===== src/rtl/gps_bb_pkg.sv =====
// Shared definitions for the GPS baseband channel sequencing logic.
//   state_e    : code/epoch controller state encoding
//   CA_CHIPS   : C/A code length in chips
//   MS_PER_BIT : 1 ms code epochs per 20 ms navigation data bit
package gps_bb_pkg;

  typedef enum logic [1:0] {
    ST_IDLE = 2'd0,
    ST_RUN  = 2'd1,
    ST_SLEW = 2'd2
  } state_e;

  localparam int CA_CHIPS   = 1023;
  localparam int MS_PER_BIT = 20;

endpackage


===== src/rtl/code_epoch_ctrl_mod_counter.sv =====
// Modulo-MOD up-counter with synchronous clear.
// Ports:
//   clock  : system clock, rising edge
//   resetn : synchronous active-low reset
//   en     : advance by one this cycle
//   clr    : synchronous clear to 0, overrides en
//   q      : current count, always 0..MOD-1
//   wrap   : high in the cycle where an enabled advance takes q from MOD-1 to 0
module mod_counter #(
  parameter int MOD = 1023,
  parameter int W   = 10
) (
  input  logic         clock,
  input  logic         resetn,
  input  logic         en,
  input  logic         clr,
  output logic [W-1:0] q,
  output logic         wrap
);

  // Terminal count is an equality compare, so non-power-of-two moduli wrap correctly.
  localparam logic [W-1:0] LAST = W'(MOD - 1);

  logic [W-1:0] q_q, q_d;

  assign wrap = en & ~clr & (q_q == LAST);

  always_comb begin
    q_d = q_q;
    if (clr) begin
      q_d = '0;
    end else if (en) begin
      q_d = (q_q == LAST) ? '0 : q_q + W'(1);
    end
  end

  always_ff @(posedge clock) begin
    if (!resetn) begin
      q_q <= '0;
    end else begin
      q_q <= q_d;
    end
  end

  assign q = q_q;

endmodule


===== src/rtl/code_epoch_ctrl.sv =====
// Code-phase / data-epoch sequencer for one GPS baseband channel.
// Counts code-NCO chip ticks modulo CHIP_MOD, cascades into a modulo-EPOCH_MOD
// epoch counter, and swallows chip ticks on request to slew the code phase.
// Ports:
//   clock, resetn    : system clock, synchronous active-low reset
//   start, stop      : level controls; stop has priority
//   chip_tick        : one-cycle enable per code chip
//   slew_valid/ready : slew command handshake, slew_amount = ticks to swallow
//   chip_cnt         : chip index 0..CHIP_MOD-1
//   epoch_cnt        : epoch index 0..EPOCH_MOD-1
//   dump             : one-cycle pulse on chip counter wrap
//   bit_edge         : one-cycle pulse on epoch counter wrap (coincides with dump)
//   ctr_sclr         : synchronous clear for downstream accumulators/counters
//   busy             : high in RUN or SLEW
//
// state   | meaning
// --------+-------------------------------------------------------------
// IDLE    | counters held at 0, ctr_sclr asserted, waiting for start
// RUN     | chip ticks advance the counters, slew commands accepted
// SLEW    | chip ticks swallowed until the slew remainder reaches 0
module code_epoch_ctrl
  import gps_bb_pkg::*;
#(
  parameter int CHIP_MOD  = CA_CHIPS,
  parameter int CHIP_W    = 10,
  parameter int EPOCH_MOD = MS_PER_BIT,
  parameter int EPOCH_W   = 5,
  parameter int SLEW_W    = 11
) (
  input  logic               clock,
  input  logic               resetn,
  input  logic               start,
  input  logic               stop,
  input  logic               chip_tick,
  input  logic               slew_valid,
  input  logic [SLEW_W-1:0]  slew_amount,
  output logic               slew_ready,
  output logic [CHIP_W-1:0]  chip_cnt,
  output logic [EPOCH_W-1:0] epoch_cnt,
  output logic               dump,
  output logic               bit_edge,
  output logic               ctr_sclr,
  output logic               busy
);

  state_e            state_q, state_d;
  logic [SLEW_W-1:0] slew_rem_q, slew_rem_d;
  logic              dump_q, bit_edge_q, slew_ready_q, busy_q, ctr_sclr_q;

  logic chip_en, cnt_clr, chip_wrap, epoch_wrap;

  always_comb begin
    state_d    = state_q;
    slew_rem_d = slew_rem_q;
    chip_en    = 1'b0;
    case (state_q)
      ST_IDLE: begin
        if (start && !stop) state_d = ST_RUN;
      end
      ST_RUN: begin
        if (stop) begin
          state_d = ST_IDLE;
        end else begin
          // A tick in the accept cycle still counts; swallowing starts next cycle.
          chip_en = chip_tick;
          if (slew_valid) begin
            state_d    = ST_SLEW;
            slew_rem_d = slew_amount;
          end
        end
      end
      ST_SLEW: begin
        if (stop) begin
          state_d = ST_IDLE;
        end else if (slew_rem_q == '0) begin
          state_d = ST_RUN;
        end else if (chip_tick) begin
          slew_rem_d = slew_rem_q - SLEW_W'(1);
          // Leave on the last swallowed tick so RUN resumes right after it.
          if (slew_rem_q == SLEW_W'(1)) state_d = ST_RUN;
        end
      end
      default: state_d = ST_IDLE;
    endcase
    if (state_d == ST_IDLE) slew_rem_d = '0;
  end

  assign cnt_clr = (state_d == ST_IDLE);

  mod_counter #(.MOD(CHIP_MOD), .W(CHIP_W)) u_chip_ctr (
    .clock  (clock),
    .resetn (resetn),
    .en     (chip_en),
    .clr    (cnt_clr),
    .q      (chip_cnt),
    .wrap   (chip_wrap)
  );

  mod_counter #(.MOD(EPOCH_MOD), .W(EPOCH_W)) u_epoch_ctr (
    .clock  (clock),
    .resetn (resetn),
    .en     (chip_wrap),
    .clr    (cnt_clr),
    .q      (epoch_cnt),
    .wrap   (epoch_wrap)
  );

  always_ff @(posedge clock) begin
    if (!resetn) begin
      state_q      <= ST_IDLE;
      slew_rem_q   <= '0;
      dump_q       <= 1'b0;
      bit_edge_q   <= 1'b0;
      slew_ready_q <= 1'b0;
      busy_q       <= 1'b0;
      ctr_sclr_q   <= 1'b1;
    end else begin
      state_q      <= state_d;
      slew_rem_q   <= slew_rem_d;
      dump_q       <= chip_wrap;
      bit_edge_q   <= epoch_wrap;
      slew_ready_q <= (state_d == ST_RUN);
      busy_q       <= (state_d != ST_IDLE);
      ctr_sclr_q   <= (state_d == ST_IDLE);
    end
  end

  assign dump       = dump_q;
  assign bit_edge   = bit_edge_q;
  assign slew_ready = slew_ready_q;
  assign busy       = busy_q;
  assign ctr_sclr   = ctr_sclr_q;

endmodule

===== config.mk =====
export PLATFORM = sky130hd
export DESIGN_NAME = code_epoch_ctrl
export DESIGN_NICKNAME = d
export VERILOG_FILES = /design/src/rtl/gps_bb_pkg.sv /design/src/rtl/code_epoch_ctrl_mod_counter.sv /design/src/rtl/code_epoch_ctrl.sv
export SDC_FILE = /design/constraint.sdc
export NUM_CORES = 1
export LEC_CHECK = 0
export BUFFER_PORTS_ARGS = -buffer_cell sky130_fd_sc_hd__buf_2
export CORE_MARGIN = 3
export CORE_UTILIZATION = 31
export CTS_CLUSTER_DIAMETER = 30
export DETAILED_ROUTE_END_ITERATION = 16
export GPL_ROUTABILITY_DRIVEN = 1
export SLEW_MARGIN = 15
export SYNTH_ARGS = -nofsm -noshare
export SYNTH_HDL_FRONTEND = slang
export SYNTH_SLANG_ARGS = --single-unit
export TNS_END_PERCENT = 30

===== constraint.sdc =====
create_clock -name clock -period 2.86 [get_ports clock]
set_input_delay 0.143 -clock clock [delete_from_list [all_inputs] [get_ports clock]]
set_output_delay 0.143 -clock clock [all_outputs]
set_load 0.005 [all_outputs]

==> summary.log, run 1 <==
[grt] number of antenna violations at the first check in global routing 0
[grt] via count of the first global-routing pass 1551
[critical_path] Critical Path, Cell by Cell nor4_1 -> o2111a_1 -> or2_0 -> o221a_2
[yosys] Net Count, Synth 237
[yosys] post-synthesis share of cell area spent on and, or, nand and nor gates 0.2806
[finish] layout-stage area growth over the synthesis result 17.73%
[detailed_routing] final wirelength 4490 um
[floorplan] x dimension of the die 82.79 um
[yosys] dominant cells by area after synthesis dfxtp_1 36%, nor2_1 4.5%, ha_1 4.1%
[critical_path] worst path required time 3100 ps
[yosys] yosys warns 0
[cts] buffer type at the clock tree root clkbuf_8
[floorplan] Placement Rows 27
[detailed_routing] DRC violation count after routing 0
[cts] post-CTS resize count 0
[grt] overflow left after global routing 0
[cts] Inserted Clock Buffers 5
[sta] slew of the pin with the lowest slew margin 901.5 ps
[worst_hold_path] worst min-delay path category input port to register
[grt] gr usage total 0.1404
[cts] number of buffers between clock root and the deepest sink 2
[floorplan] Core Area 0.005608 sq mm
[yosys] Post-Syn Area per Cell 8.542 sq um
[finish] filler instances 619
[yosys] proportion of synthesized chip area in sequential cells 0.3614
[critical_path] Worst Path Max Fanout 12
[floorplan] height of the die 82.79 um
[cts] clock tree from TritonCTS done
[yosys] share of synthesized area spent on multiplexers 0.01095
[yosys] number of distinct library cell variants in the gate-level netlist after synthesis 50
[critical_path] largest delay contributor family on the critical path simple AND/OR/NAND/NOR gates
[sta] largest clock skew in the final design 11.01 ps
[sta] setup repair after global routing missed its margin no
[sta] share of the cycle needed by the critical path after routing 0.8014
[cts] Clk pin slew, worst setup/hold paths 70 ps
[power_and_ir_drop] peak supply drop 0.1941 mV
[critical_path] critical path endpoint category register
[finish] most frequent cells in the layout 36 x buf_2, 33 x dfxtp_1, 22 x nor2_1
[yosys] Main synth FF type dfxtp_1
[power_and_ir_drop] Leak Pwr 0.8260 nW
[yosys] count of flip-flops with a built-in enable after synthesis 0
[job] max-cap check violation count 0
[yosys] Synth Cell Area 0.001828 sq mm
[finish] most common library cell in the layout ignoring fill and taps buf_2
[sta] max frequency 436.3 MHz
[finish] final layout net count 269
[cts] Skew-Pair Late Insertion Delay 290 ps
[place] quantity of I/O buffers inserted on ports 36
[yosys] largest family of logic cells by synthesized area simple AND/OR/NAND/NOR gates
[critical_path] startpoint kind of the worst setup timing path register
[sta] number of max-slew violations in the final report 0
[detailed_routing] DR iter-0 viols 120
[yosys] number of cells produced by synthesis 214
[detailed_routing] total iterations of the first detailed-routing run 6
[yosys] Compound-Gate Fraction of Synth Area 0.2115
[run_status] status finished, final reports clean
[sta] Post-Route Setup TNS 0 ps
[worst_hold_path] depth of the worst hold-timing path 3
[critical_path] slowest stage delay, CP 550 ps
[yosys] fraction of registers with async set or reset after synthesis 0
[sta] final period demand of the worst path 2292 ps
[power_and_ir_drop] pwr dens 453.6 mW/mm^2
[yosys] synthesized-area fraction occupied by xor and xnor cells 0.03354
[cts] number of setup buffers added after CTS 0
[critical_path] type of the worst setup path register to register
[detailed_routing] total number of vias 1747
[cts] hold_buf cts 0
[grt] maximum number of pins on one net before global-route repair 26
[detailed_routing] vias per inst 5.476
[cts] CTS HTree Levels 2
[critical_path] count of cells along the worst register-to-register path 4
[critical_path] Slowest-stage cell, CP or2_0
[critical_path] Critical Path AT 2530 ps
[yosys] flip-flop and latch count after synthesis 33
[finish] fraction of final layout cells sized beyond drive strength 1 0.2024
[place] Final Wtd Congestion 0.8091
[place] cell count after placement 311
[grt] wire length of the first global-routing pass 7369 um
[critical_path] Critical Path Stages 4
[detailed_routing] remaining number of nets flagged by the antenna check after routing 0
[finish] post-route insts no fill 319
[floorplan] IO Count 37
[yosys] synthesized-area fraction occupied by adder cells 0.04107
[sta] worst slew margin relative to its limit 0.3990
[cts] TritonCTS Sinks 33
[place] post-detail-place hpwl 3152 um
[floorplan] effective utilization at floorplan 0.3260
[critical_path] combined buffer and inverter count along the critical path 0
[detailed_routing] average routed wire per standard cell 14.08 um
[sta] final-report setup violation count 0
[sta] Hold Violations, Final 0
[yosys] fraction of post-synthesis cell area in the top cell type by area 0.3614
[yosys] cell type with the largest total area after synthesis dfxtp_1
[finish] number of antenna repair diodes 0
[floorplan] die area 0.006854 sq mm
[metrics by stage]
| stage | hold slack [ps] | area (sq um) | setup WS [ps] | utilization | power [W] |
|---|---|---|---|---|---|
| after floorplan | 256.8 | 1828 | 1198 | - | 0.0005027 |
| after global placement | 381.2 | 2036 | 615.0 | 0.3630 | 0.0005227 |
| after detailed placement | 385.0 | 2036 | 615.4 | 0.3630 | 0.0005230 |
| after CTS | 69.85 | 2152 | 594.5 | 0.3838 | 0.0009858 |
| after global routing | 87.81 | 2152 | 331.6 | 0.3838 | 0.001010 |
| final | 75.54 | 2152 | 568.0 | 0.3838 | 0.0009762 |
[area by class of cell]
cell class | count | area (sq um) | area share
Clock inverter | 1 | 30.03 | 0.01395
Inverter | 9 | 33.78 | 0.01570
Tap cell | 72 | 90.09 | 0.04186
Sequential cell | 33 | 660.6 | 0.3070
Multi-Input combinational cell | 159 | 1056 | 0.4907
Timing Repair Buffer | 38 | 195.2 | 0.09070
Clock buffer | 7 | 86.33 | 0.04012
[routing by layer]
layer	vias to the layer above	global-route usage	routed length, um
met2	58	0.2083	1953
met3	15	0.03780	320
met5	-	0	0
li1	860	-	-
met4	0	0.06699	126
met1	814	0.1875	2089
[sequential cells by signal, indices dropped and copies added (netlist names)]
register	count
bit_edge	1
busy	1
ctr_sclr	1
dump	1
slew_ready	1
slew_rem_q	11
state_q	2
u_chip_ctr.q	10
u_epoch_ctr.q	5
[worst min-delay path, cell delays in order]
cell and delay (ps):
buf_2 110, nand2_1 50, nor2_1 30
[path summary, 6_finish.rpt]
kind / slack [ps] / to / from
worst min register to register: 510 / u_epoch_ctr.q[0]$_SDFFE_PP0P_ / u_epoch_ctr.q[0]$_SDFFE_PP0P_
worst max-delay path: 570 / slew_rem_q[0]$_SDFFE_PP0P_ / slew_rem_q[4]$_SDFFE_PP0P_
worst max register to register: 570 / slew_rem_q[0]$_SDFFE_PP0P_ / slew_rem_q[4]$_SDFFE_PP0P_
worst min-delay path: 80 / bit_edge$_SDFF_PN0_ / resetn
[cell usage after synthesis, drive strengths merged (3+ instances only)]
cell type,count
a31oi,5
and2,4
nor3,6
nand2b,4
dfxtp,33
o31ai,9
nand3,7
nor4,3
inv,9
o21ai,5
a21oi,13
ha,6
nand3b,3
or3,4
or4,3
nor2,22
nand2,13
xor2,7
a22oi,4
nand4,6
o311ai,8
buf,11
[power breakdown]
| part | switching, W | internal, W | leakage (nW) |
|---|---|---|---|
| Combinational | 0.0000267 | 0.0000208 | 0.501 |
| Clock | 0.000180 | 0.000284 | 0.0585 |
| Sequential | 0.00000277 | 0.000462 | 0.266 |
[logic make-up after synthesis]
group,count (synthesis)
and+or+nand+nor,89
xor gates and xnor gates,7
buffers and inverters,22
muxes,2
AOI/OAI and AO/OA,55
adders and majority gates,6
DFF,33
No activity file was read; power rests on OpenSTA's default activity.
==> run 2, diff against run 1 <==
Settings changed: ABC_AREA set to 1.
Clock period 2.86 ns to 2.4 ns, I/O delays scaled along.
==> summary.log, run 2 <==
[run_status] status finished, final reports clean
[critical_path] capturing point of the worst reg2reg path u_epoch_ctr.q[3]$_SDFFE_PP0P_
[cts] buffer type at the clock tree root clkbuf_8
[cts] number of buffers between clock root and the deepest sink 2 [unchanged]
[yosys] Main synth FF type dfxtp_1
[critical_path] r2r startpoint u_chip_ctr.q[4]$_SDFFE_PP0P_
[critical_path] worst path required time 2570 ps [-530 ps]
[place] quantity of I/O buffers inserted on ports 36 [unchanged]
[critical_path] largest delay contributor family on the critical path simple AND/OR/NAND/NOR gates
[sta] worst slew margin relative to its limit 0.7402 [+0.3412]
[detailed_routing] final wirelength 4788 um [+6.6%]
[floorplan] x dimension of the die 89.20 um [+7.7%]
[sta] Post-Route Setup TNS 0 ps [unchanged]
[yosys] number of distinct library cell variants in the gate-level netlist after synthesis 28 [-44%]
[yosys] fraction of post-synthesis cell area in the top cell type by area 0.3079 [-0.05352]
[cts] clock tree from TritonCTS done
[finish] fraction of final layout cells sized beyond drive strength 1 0.2385 [+0.03605]
[detailed_routing] average routed wire per standard cell 10.74 um [-24%]
[finish] layout-stage area growth over the synthesis result 16.79%
[power_and_ir_drop] pwr dens 479.5 mW/mm^2 [+5.7%]
[cts] CTS HTree Levels 2 [unchanged]
[cts] hold_buf cts 0 [unchanged]
[grt] number of antenna violations at the first check in global routing 0 [unchanged]
[detailed_routing] remaining number of nets flagged by the antenna check after routing 0 [unchanged]
[grt] wire length of the first global-routing pass 8190 um [+11%]
[sta] final-report setup violation count 0 [unchanged]
[finish] flip-flop and latch area 660.6 sq um [unchanged]
[sta] final period demand of the worst path 1684 ps [-608.2 ps]
[critical_path] Slowest-stage cell, CP dfxtp_1
[sta] largest clock skew in the final design 9.096 ps [-1.910 ps]
[grt] via count of the first global-routing pass 1848 [+19%]
[floorplan] Placement Rows 29 [+7.4%]
[finish] final layout net count 391 [+45%]
[yosys] count of flip-flops with a built-in enable after synthesis 0 [unchanged]
[finish] number of antenna repair diodes 0 [unchanged]
[floorplan] Core Area 0.006531 sq mm [+16%]
[worst_hold_path] worst min-delay path category input port to register
[critical_path] Critical Path AT 1860 ps [-670 ps]
[place] Final Wtd Congestion 0.8083 [about the same]
[cts] Skew-Pair Late Insertion Delay 290 ps [about the same]
[power_and_ir_drop] peak supply drop 0.2016 mV [+3.9%]
[cts] post-CTS resize count 0 [unchanged]
[finish] filler instances 717 [+16%]
[critical_path] Critical Path, Cell by Cell inv_2 -> nor3_4 -> nand4_1 -> nor2_1 -> xor2_1 -> nor2_2
[floorplan] height of the die 89.20 um [+7.7%]
[finish] register with the highest flop count slew_rem_q
[critical_path] critical path endpoint category register
[critical_path] Worst Path Max Fanout 7 [-5]
[yosys] leading post-synthesis cells by instance count 95 x nand2_1, 53 x inv_1, 33 x dfxtp_1, 33 x nand3_1
[yosys] proportion of synthesized chip area in sequential cells 0.3079 [-0.05352]
[critical_path] type of the worst setup path register to register
[finish] post-layout util 0.3837 [about the same]
[floorplan] effective utilization at floorplan 0.3285 [+0.002574]
[sta] max frequency 593.9 MHz [+36%]
[yosys] yosys warns 0 [unchanged]
[detailed_routing] DRC violation count after routing 0 [unchanged]
[detailed_routing] total number of vias 2081 [+19%]
[sta] Hold Violations, Final 0 [unchanged]
[critical_path] startpoint kind of the worst setup timing path register
[sta] setup repair after global routing missed its margin no
[cts] Inserted Clock Buffers 5 [unchanged]
[cts] TritonCTS Sinks 33 [unchanged]
[critical_path] slowest stage delay, CP 410 ps [-140 ps]
[yosys] Synth Cell Area 0.002146 sq mm [+17%]
[finish] flip-flop count of the largest register, all copies and words added 11 [unchanged]
[cts] number of setup buffers added after CTS 0 [unchanged]
[critical_path] count of cells along the worst register-to-register path 6 [+2]
[critical_path] combined buffer and inverter count along the critical path 1 [+1]
[floorplan] die area 0.007957 sq mm [+16%]
[cts] Clk pin slew, worst setup/hold paths 80 ps [about the same]
[grt] maximum number of pins on one net before global-route repair 25 [-3.8%]
[job] max-cap check violation count 0 [unchanged]
[sta] number of max-slew violations in the final report 0 [unchanged]
[finish] most common library cell in the layout ignoring fill and taps nand2_1
[worst_hold_path] Worst Hold Launch resetn
[worst_hold_path] depth of the worst hold-timing path 3 [unchanged]
[critical_path] Worst R2R Setup Slack 720 ps [+150 ps]
[worst_hold_path] Hold Path End bit_edge$_SDFF_PN0_
[detailed_routing] DR iter-0 viols 74 [-38%]
[sta] share of the cycle needed by the critical path after routing 0.7016 [-0.09981]
[yosys] fraction of registers with async set or reset after synthesis 0 [unchanged]
[yosys] Net Count, Synth 352 [+49%]
[yosys] dominant cells by area after synthesis dfxtp_1 31%, nand2_1 17%, inv_1 9.3%
[finish] most frequent cells in the layout 95 x nand2_1, 53 x inv_1, 36 x buf_2
[yosys] number of cells produced by synthesis 329 [+54%]
[grt] overflow left after global routing 0 [unchanged]
[detailed_routing] total iterations of the first detailed-routing run 4 [-2]
[yosys] cell type with the largest total area after synthesis dfxtp_1
[sta] slew of the pin with the lowest slew margin 389.4 ps [-512.1 ps]
[power_and_ir_drop] Leak Pwr 1.260 nW [+53%]
[yosys] leading cell type by number of instances after synthesis nand2_1
[floorplan] IO Count 37 [unchanged]
[yosys] Post-Syn Area per Cell 6.522 sq um [-24%]
[finish] combined area of the multi-input logic cells 0.001239 sq mm [+17%]
[grt] gr usage total 0.1296 [-0.01077]
[place] post-detail-place hpwl 3667 um [+16%]
[yosys] flip-flop and latch count after synthesis 33 [unchanged]
[detailed_routing] vias per inst 4.666 [-15%]
[run 2: power breakdown]
group	internal [W]	total [W]	switching (W)	leakage [nW]
registers	0.000552	0.000555	0.00000295	0.266
clock network	0.000338	0.000559	0.000221	0.0574
logic	0.0000319	0.0000877	0.0000558	0.936
[run 2: cells by family after synthesis]
group,Yosys count,synth area share
simple gates,203,0.4601
buf+inv,59,0.1149
flops,33,0.3079
compound gates,24,0.06589
fa+ha+maj,6,0.03498
xor+xnor,4,0.01632
[run 2: worst max path at each step]
stage / from / endpoint / cells past startpoint
floorplan: slew_rem_q[0]$_SDFFE_PP0P_ / slew_rem_q[5]$_SDFFE_PP0P_ / 11
global placement: u_chip_ctr.q[4]$_SDFFE_PP0P_ / u_epoch_ctr.q[3]$_SDFFE_PP0P_ / 6
detailed placement: u_chip_ctr.q[5]$_SDFFE_PP0P_ / u_epoch_ctr.q[3]$_SDFFE_PP0P_ / 6
CTS: u_chip_ctr.q[5]$_SDFFE_PP0P_ / u_epoch_ctr.q[3]$_SDFFE_PP0P_ / 6
global route: u_chip_ctr.q[5]$_SDFFE_PP0P_ / u_epoch_ctr.q[3]$_SDFFE_PP0P_ / 6
finish: u_chip_ctr.q[4]$_SDFFE_PP0P_ / u_epoch_ctr.q[3]$_SDFFE_PP0P_ / 6
[run 2: through the flow]
stage               std cells   power, W  setup WS, ps  cell area, sq um  hold slack (ps)
finish                    446   0.001202         716.2              2506            122.5
global route              446   0.001256         544.9              2506            135.1
CTS                       446   0.001223         670.2              2506            120.7
detailed placement        438  0.0006562         682.4              2386            440.2
global placement          438  0.0006562         717.4              2386            444.6
floorplan                 329  0.0006295         916.0              2146            238.0
[run 2: layer usage]
metal	track usage	routed length (um)	vias to the layer above
met5	0	0	-
met4	0.03248	76	0
met3	0.03779	201	9
met2	0.2163	2301	38
met1	0.1640	2208	936
li1	-	-	1098
[run 2: worst min-delay path: cells and delay by family]
kind | cells | cell delay [ps]
buf+inv | 2 | 210
simple gates | 1 | 50
[run 2: final cells by class]
| type | count | share of cell area |
|---|---|---|
| clock buffers | 6 | 0.03295 |
| multi-input cells | 237 | 0.4943 |
| well taps | 77 | 0.03844 |
| inverters | 54 | 0.08088 |
| repair buffers | 37 | 0.07489 |
| flip-flops and latches | 33 | 0.2636 |
| clock inverters | 2 | 0.01498 |
==> run 3, diff against run 2 <==
Settings changed: ABC_AREA 1 to 0.
Clock period 2.4 ns to 1.7 ns, I/O delays scaled along.
==> summary.log, run 3 (synthesized netlist as in run 1, its figures left out) <==
[run_status] status finished, final reports clean
[cts] CTS HTree Levels 2 [unchanged]
[grt] wire length of the first global-routing pass 7465 um [-8.9%]
[sta] max frequency 596.1 MHz [+0.38%]
[finish] fraction of final layout cells sized beyond drive strength 1 0.3382 [+0.09975]
[sta] slew of the pin with the lowest slew margin 405.8 ps [+16.40 ps]
[sta] final period demand of the worst path 1677 ps [-6.304 ps]
[floorplan] effective utilization at floorplan 0.3260 [-0.002574]
[grt] met1 Track Usage GR 0.1997 [+0.03576]
[cts] TritonCTS Sinks 33 [unchanged]
[grt] overflow left after global routing 0 [unchanged]
[place] post-detail-place hpwl 3383 um [-7.7%]
[finish] layout-stage area growth over the synthesis result 32.72%
[floorplan] Core Area 0.005608 sq mm [-14%]
[sta] Hold WS 22.23 ps [-100.3 ps]
[sta] final-report setup violation count 0 [unchanged]
[critical_path] crit path launch slew_rem_q[6]$_SDFFE_PP0P_
[grt] fraction of met3 tracks used by global routing 0.03780 [about the same]
[sta] largest clock skew in the final design 9.827 ps [+0.7305 ps]
[critical_path] Critical Path AT 1870 ps [about the same]
[power_and_ir_drop] peak supply drop 0.2845 mV [+41%]
[worst_hold_path] depth of the worst hold-timing path 3 [unchanged]
[detailed_routing] DRC violation count after routing 0 [unchanged]
[cts] Skew-Pair Late Insertion Delay 290 ps [about the same]
[floorplan] x dimension of the die 82.79 um [-7.2%]
[cts] buffer type at the clock tree root clkbuf_8
[cts] Clk pin slew, worst setup/hold paths 80 ps [about the same]
[grt] gr usage total 0.1428 [+0.01319]
[finish] Finished Cell Area 0.002426 sq mm [-3.2%]
[finish] register with the highest flop count slew_rem_q
[place] placed inst area 0.002236 sq mm [-6.3%]
[finish] combined area of the multi-input logic cells 0.001130 sq mm [-8.8%]
[worst_hold_path] Worst Hold Launch resetn
[cts] hold_buf cts 0 [unchanged]
[cts] number of buffers between clock root and the deepest sink 2 [unchanged]
[critical_path] startpoint kind of the worst setup timing path register
[finish] final layout net count 294 [-25%]
[critical_path] Worst Path Max Fanout 6 [-1]
[worst_hold_path] worst min-delay path category input port to register
[detailed_routing] DR iter-0 viols 158 [+110%]
[floorplan] Placement Rows 27 [-6.9%]
[place] Final Wtd Congestion 0.7668 [-5.1%]
[detailed_routing] average routed wire per standard cell 13.57 um [+26%]
[finish] most common library cell in the layout ignoring fill and taps buf_2
[floorplan] height of the die 82.79 um [-7.2%]
[critical_path] worst path required time 1890 ps [-680 ps]
[finish] flip-flop and latch area 661.9 sq um [+0.19%]
[grt] number of antenna violations at the first check in global routing 0 [unchanged]
[grt] met2 layer usage reported by global route 0.2099 [-0.006407]
[detailed_routing] final wirelength 4667 um [-2.5%]
[grt] maximum number of pins on one net before global-route repair 26 [+4.0%]
[grt] most used routing layer in global routing met2
[detailed_routing] total iterations of the first detailed-routing run 4 [unchanged]
[floorplan] IO Count 37 [unchanged]
[sta] number of max-slew violations in the final report 0 [unchanged]
[critical_path] r2r startpoint slew_rem_q[6]$_SDFFE_PP0P_
[job] max-cap check violation count 0 [unchanged]
[detailed_routing] total number of vias 1801 [-13%]
[critical_path] critical path endpoint category register
[finish] filler instances 596 [-17%]
[critical_path] count of cells along the worst register-to-register path 6 [unchanged]
[cts] clock tree from TritonCTS done
[power_and_ir_drop] Leak Pwr 0.9651 nW [-23%]
[place] quantity of I/O buffers inserted on ports 36 [unchanged]
[finish] flip-flop count of the largest register, all copies and words added 11 [unchanged]
[sta] worst slew margin relative to its limit 0.7285 [-0.01170]
[grt] via count of the first global-routing pass 1500 [-19%]
[cts] Inserted Clock Buffers 5 [unchanged]
[power_and_ir_drop] pwr dens 674.6 mW/mm^2 [+41%]
[sta] Hold Violations, Final 0 [unchanged]
[critical_path] type of the worst setup path register to register
[detailed_routing] remaining number of nets flagged by the antenna check after routing 0 [unchanged]
[finish] number of antenna repair diodes 0 [unchanged]
[finish] most frequent cells in the layout 36 x buf_2, 32 x dfxtp_1, 26 x buf_4
[detailed_routing] vias per inst 5.235 [+12%]
[floorplan] die area 0.006854 sq mm [-14%]
[sta] share of the cycle needed by the critical path after routing 0.9867 [+0.2852]
run 3: cell type report:
class	instances	share of cell area
Multi-Input combinational cell	159	0.4657
Timing Repair Buffer	63	0.1630
Inverter	9	0.01392
Clock inverter	3	0.01908
Tap cell	72	0.03713
Clock buffer	5	0.02837
Sequential cell	33	0.2728
run 3: worst paths after layout:
check / endpoint / slack [ps]
min reg2reg: u_epoch_ctr.q[0]$_SDFFE_PP0P_ / 500
min: bit_edge$_SDFF_PN0_ / 20
max reg2reg: slew_rem_q[0]$_SDFFE_PP0P_ / 20
max: slew_rem_q[0]$_SDFFE_PP0P_ / 20
run 3: power breakdown:
part           switching (W)  internal, W  total (W)
Combinational      0.0000535    0.0000433  0.0000968
Clock               0.000321     0.000439   0.000760
Sequential        0.00000266     0.000777   0.000780
run 3: metrics by stage:
step | TNS [ps] | power [W] | utilization | worst slack, ps | std cells
floorplan | 0 | 0.0008457 | - | 37.68 | 214
global placement | -0.8531 | 0.0008905 | 0.3987 | -0.8531 | 336
detailed placement | -9.331 | 0.0008899 | 0.3987 | -9.331 | 336
CTS | -3.805 | 0.001648 | 0.4192 | -2.399 | 344
global route | -0.6477 | 0.001701 | 0.4326 | -0.3979 | 344
finish | 0 | 0.001637 | 0.4326 | 22.53 | 344
run 3: critical path: stages, from the launching register on:
cell and delay (ps):
dfxtp_1 370, nor4_1 330, buf_4 190, o2111a_2 230, buf_4 150, nor3_1 60, o221a_2 250
run 3: routing by layer:
| metal | vias to the layer above | wire, um |
|---|---|---|
| li1 | 910 | - |
| met1 | 844 | 2246 |
| met2 | 39 | 2106 |
| met3 | 8 | 243 |
| met4 | 0 | 71 |
| met5 | - | 0 |
run 3: what timing repair did:
action | 4_1_cts | 5_1_grt
endpoints found under the setup margin | 3 | 13
resized for setup | 1 | 24
pin swaps | 0 | 4
setup buffers | 0 | 0
